$ cat config.mk
export PLATFORM = sky130hd
export DESIGN_NAME = vec_bit_scatter
export DESIGN_NICKNAME = d
export VERILOG_FILES = /design/src/rtl/vec_bit_scatter.sv
export SDC_FILE = /design/constraint.sdc
export NUM_CORES = 1
export LEC_CHECK = 0
export ABC_AREA = 1
export CAP_MARGIN = 20
export CORE_MARGIN = 2
export CORE_UTILIZATION = 68
export DETAILED_ROUTE_END_ITERATION = 12
export DONT_BUFFER_PORTS = 1
export GPL_TIMING_DRIVEN = 0
export PLACE_DENSITY = 0.84
export SLEW_MARGIN = 20
export SYNTH_ARGS = -nofsm -noshare
export SYNTH_HDL_FRONTEND = slang
export SYNTH_SLANG_ARGS = --single-unit
$ cat constraint.sdc
create_clock -name clk -period 3.63 [get_ports clk]
set_input_delay 0.363 -clock clk [delete_from_list [all_inputs] [get_ports clk]]
set_output_delay 0.363 -clock clk [all_outputs]
set_load 0.005 [all_outputs]
$ cat src/rtl/vec_bit_scatter.sv
// Vector-to-bitstream scatter: one WIDTH-bit word + lane mask out as per-lane (idx, bit) writes.
// Optional VEC_SCATTER_BACK2BACK_EN: accept the next word on the final handshake (no bubble).
module vec_bit_scatter #(
    parameter int WIDTH = 8,
    parameter int IDX_W = $clog2(WIDTH)
) (
    input  logic             clk,
    input  logic             rst,
    input  logic             in_valid,
    output logic             in_ready,
    input  logic [WIDTH-1:0] in_data,
    input  logic [WIDTH-1:0] in_mask,
    input  logic [1:0]       in_order,
    output logic             out_valid,
    input  logic             out_ready,
    output logic [IDX_W-1:0] out_idx,
    output logic             out_bit,
    output logic             out_last,
    output logic             busy
);

    localparam int HALF = (WIDTH + 1) / 2;

    typedef enum logic {IDLE, EMIT} state_t;

    state_t           state_q, state_d;
    logic [WIDTH-1:0] data_q;
    logic [WIDTH-1:0] mask_q;
    logic [1:0]       order_q;
    logic [IDX_W-1:0] cur_idx;
    logic [IDX_W-1:0] lane_v;
    logic [WIDTH-1:0] cur_onehot;
    logic             found;
    logic             accept;
    logic             handshake;

    // Lane visited at sequence position k for a given order code.
    function automatic int seq_lane(input logic [1:0] ord, input int k);
        case (ord)
            2'd1:    return WIDTH - 1 - k;
            2'd2:    return (k < HALF) ? 2 * k : 2 * (k - HALF) + 1;
            default: return k;
        endcase
    endfunction

    // First still-pending lane in the selected sequence; the pending mask shrinks per handshake.
    always_comb begin
        cur_idx = '0;
        lane_v  = '0;
        found   = 1'b0;
        for (int k = 0; k < WIDTH; k++) begin
            lane_v = IDX_W'(seq_lane(order_q, k));
            if (!found && mask_q[lane_v]) begin
                found   = 1'b1;
                cur_idx = lane_v;
            end
        end
    end

    assign cur_onehot = {{(WIDTH-1){1'b0}}, 1'b1} << cur_idx;

    assign out_valid = (state_q == EMIT);
    assign busy      = (state_q == EMIT);
    assign out_idx   = cur_idx;
    assign out_bit   = out_valid & data_q[cur_idx];
    assign out_last  = out_valid && ((mask_q & ~cur_onehot) == '0);
    assign handshake = out_valid & out_ready;

`ifdef VEC_SCATTER_BACK2BACK_EN
    assign in_ready = (state_q == IDLE) | (handshake & out_last);
`else
    assign in_ready = (state_q == IDLE);
`endif

    assign accept = in_valid & in_ready;

    always_ff @(posedge clk or posedge rst) begin
        if (rst) begin
            state_q <= IDLE;
        end else begin
            state_q <= state_d;
        end
    end

    always_comb begin
        state_d = state_q;
        case (state_q)
            IDLE: begin
                if (accept && (in_mask != '0)) state_d = EMIT;
            end
            EMIT: begin
                if (accept)                     state_d = (in_mask != '0) ? EMIT : IDLE;
                else if (handshake && out_last) state_d = IDLE;
            end
            default: state_d = IDLE;
        endcase
    end

    always_ff @(posedge clk or posedge rst) begin
        if (rst) begin
            data_q  <= '0;
            mask_q  <= '0;
            order_q <= '0;
        end else if (accept) begin
            data_q  <= in_data;
            mask_q  <= in_mask;
            order_q <= in_order;
        end else if (handshake) begin
            mask_q  <= mask_q & ~cur_onehot;
        end
    end

endmodule
==> flow_summary.yaml <==
global_routing:
  grt_max_degree: 20
  overflow: 0
  global_route.usage.total: 0.286
  antenna_found_initial: 0
  grt_pass1_wl_mm: 7.18
  first_global_vias: 1589
worst_setup_path:
  timing.reg2reg.setup_slack_ns: 0.87
  reg2reg_from: "order_q[0]"
  worst-r2r-cell-count: 18
  setup.worst_path.class: "reg2out"
  rr_endpoint: "busy"
  critPathArrivalTime_ns: 2.95
  worst-path-max-fanout: 10
  timing.critical_path.from_type: "flop"
  cp-end-kind: "primary output"
  cp.required_ns: 3.27
cts:
  clock_sinks: 19
  cts_inserted_buffers: 3
  max-clock-path-buffers: 2
  clock_insertion_delay_worst_skew_ns: 0.30
  post-cts-setup-buffer-count: 0
  cts_hold_buffers: 0
  tritoncts: "built"
  cts.repair.resized: 0
  htree_levels: 1
  root_buffer: "sky130_fd_sc_hd__clkbuf_4"
  clkSlewWorstSetupHoldPaths_ns: 0.11
route:
  routed_wl_mm: 4.19
  initialDrtViolationCount: 114
  drt-pass1-iter-count: 5
  drt_via_density: 6.00
  drt_drc_violations_left: 0
  route.antenna.remaining_nets: 0
  detail_route.wl_per_cell_um: 14.0
  dr_total_vias: 1794
timing:
  post_route_setup_tns_ns: 0
  post-route-worst-setup-slack_ns: 0.321
  fin_crit_ns: 3.31
  finalMaxSlewViolations: 0
  timing_hold_violations_final: 0
  timing.final.crit_share: 0.912
  setup-violations-final: 0
  finClkSkew_ns: 0.00171
  setup_repair_after_global_routing_missed_its_margin: "no"
  max_freq_ghz: 0.302
  worst_slew_margin_relative_to_its_limit: 0.531
  max_slew.worst_pin.slew_ns: 0.703
synthesis:
  ys.flop_type: "sky130_fd_sc_hd__dfrtp_1"
  post_synth_inst_count: 265
  post_synth_edffs: 0
  synth_seq_cells: 19
  syn-cell-area_sq_um: 1780
  yosys-mux-area-fraction: 0
  synth.yosys.warnings: 0
  async_flop_share: 1.00
  ys_seq_area_frac: 0.267
  synth_xor_area_frac: 0
  ys_types: 33
  synthSimpleGateAreaFrac: 0.437
  syn-num-nets: 289
  postSynthAreaPerCell_sq_um: 6.73
  adder_cell_share_of_the_synthesized_area: 0.0140
  synth_compound_gate_area_share: 0.181
  combinational_family_with_the_most_area_after_synthesis: "simple AND/OR/NAND/NOR gates"
outcome:
  outcome: "finished clean"
final_layout:
  instances_no_fill: 299
  ff_latch_area_sq_um: 475
  multi_input_comb_area_sq_um: 1130
  final_area_sq_um: 1850
  area_growth_pct: 3.72
  final_layout_size_suffix_gt1_frac: 0.164
  nFillCells: 223
  antenna_cells_inserted: 0
  finish.net_count: 294
floorplanning:
  dieHeight_um: 55.2
  floorplan.die_area_sq_um: 3050
  placementRows: 18
  ios: 30
  core-area_sq_um: 2480
  die_x_um: 55.2
  initial_core_util: 0.720
placed_design:
  dp_hpwl_mm: 3.29
  finalWeightedCongestion: 0.921
  place.port_buffers: 0
  placed_area_sq_um: 1820
  post-place-cells: 295
  post-place-ws_ns: 0.643
job:
  drv.max_cap_violation_count: 0
worst_hold_path:
  hold_path_class: "in2async"
-- sequential cells by signal (all words and copies together), names as in the netlist --
signal   count
mask_q       8
data_q       8
busy         1
order_q      2
-- synthesized netlist by cell type, types with 2 or more instances --
cell,n,area (sq um)
sky130_fd_sc_hd__a21oi_1,14,70.1
sky130_fd_sc_hd__buf_4,2,15.0
sky130_fd_sc_hd__buf_6,4,45.0
sky130_fd_sc_hd__clkbuf_1,4,15.0
sky130_fd_sc_hd__dfrtp_1,19,475
sky130_fd_sc_hd__ha_1,2,25.0
sky130_fd_sc_hd__inv_1,20,75.1
sky130_fd_sc_hd__inv_2,5,18.8
sky130_fd_sc_hd__nand2_1,76,285
sky130_fd_sc_hd__nand2_2,6,37.5
sky130_fd_sc_hd__nand2_4,3,33.8
sky130_fd_sc_hd__nand3_1,29,145
sky130_fd_sc_hd__nand3_2,5,50.1
sky130_fd_sc_hd__nand4_1,7,43.8
sky130_fd_sc_hd__nor2_1,18,67.6
sky130_fd_sc_hd__nor2_4,3,33.8
sky130_fd_sc_hd__nor3_1,2,10.0
sky130_fd_sc_hd__o211ai_1,6,45.0
sky130_fd_sc_hd__o21ai_0,14,70.1
sky130_fd_sc_hd__o21ai_1,3,15.0
sky130_fd_sc_hd__o21ai_2,4,35.0
sky130_fd_sc_hd__o22ai_1,8,50.1
-- worst max-delay path, stage by stage (launching register included) --
cell	delay, ns
sky130_fd_sc_hd__dfrtp_1	0.43
sky130_fd_sc_hd__ha_1	0.34
sky130_fd_sc_hd__buf_6	0.16
sky130_fd_sc_hd__nand2_1	0.08
sky130_fd_sc_hd__nand3_2	0.11
sky130_fd_sc_hd__nand2_2	0.15
sky130_fd_sc_hd__nand3_4	0.13
sky130_fd_sc_hd__nor2_4	0.18
sky130_fd_sc_hd__nand2_4	0.07
sky130_fd_sc_hd__nor2_4	0.12
sky130_fd_sc_hd__o211ai_1	0.11
sky130_fd_sc_hd__nand3_2	0.16
sky130_fd_sc_hd__nand3_1	0.14
sky130_fd_sc_hd__nand2_1	0.08
sky130_fd_sc_hd__nand2_1	0.06
sky130_fd_sc_hd__nor2_1	0.15
sky130_fd_sc_hd__and2_1	0.17
-- routing by layer --
metal | track usage | share of wire
met5 | 0 | 0
met4 | 0.0627 | 0.013
met3 | 0.0304 | 0.072
met2 | 0.493 | 0.49
met1 | 0.388 | 0.42
-- area by class of cell --
type / count / share of cell area
plain buffers: 11 / 0.0433
clock buffers: 4 / 0.0142
inverters: 26 / 0.0541
multi-input cells: 209 / 0.611
flip-flops and latches: 19 / 0.257
well taps: 30 / 0.0203
-- worst max-delay path by stage --
| stage | startpoint | endpoint | slack, ns | cells after the start |
|---|---|---|---|---|
| final | order_q[0] | out_last | 0.32 | 16 |
| after global placement | order_q[0] | out_last | 0.68 | 16 |
| after CTS | order_q[0] | out_last | 0.32 | 16 |
| after global routing | order_q[0] | out_last | 0.04 | 16 |
| after detailed placement | order_q[0] | out_last | 0.64 | 16 |
| after floorplan | order_q[0] | out_last | 1.0 | 16 |
-- placed cells by master, fill, tap and decap left out, drive strengths merged --
master   n
and2     1
o211ai   7
nand3   35
o21a     1
buf      7
inv     26
a31o     1
nand3b   1
nor4     1
nand4    7
dfrtp   19
o22ai    8
nand2   85
nor2    22
ha       2
o21ai   21
clkbuf   8
nor3     3
a21oi   14
-- metrics by stage --
step,hold slack (ns),utilization
finish,0.0457,0.746
global placement,0.398,0.735
global route,0.120,0.746
detailed placement,0.396,0.735
floorplan,0.314,-
CTS,0.0771,0.745
-- cells by family after synthesis --
family / count (synthesis)
simple gates: 155
buf+inv: 37
fa+ha+maj: 2
flops: 19
compound gates: 52
Power is left out: the tool's default activity adds up to more than one toggle a clock period on the data nets, which glitch-free logic cannot reach.
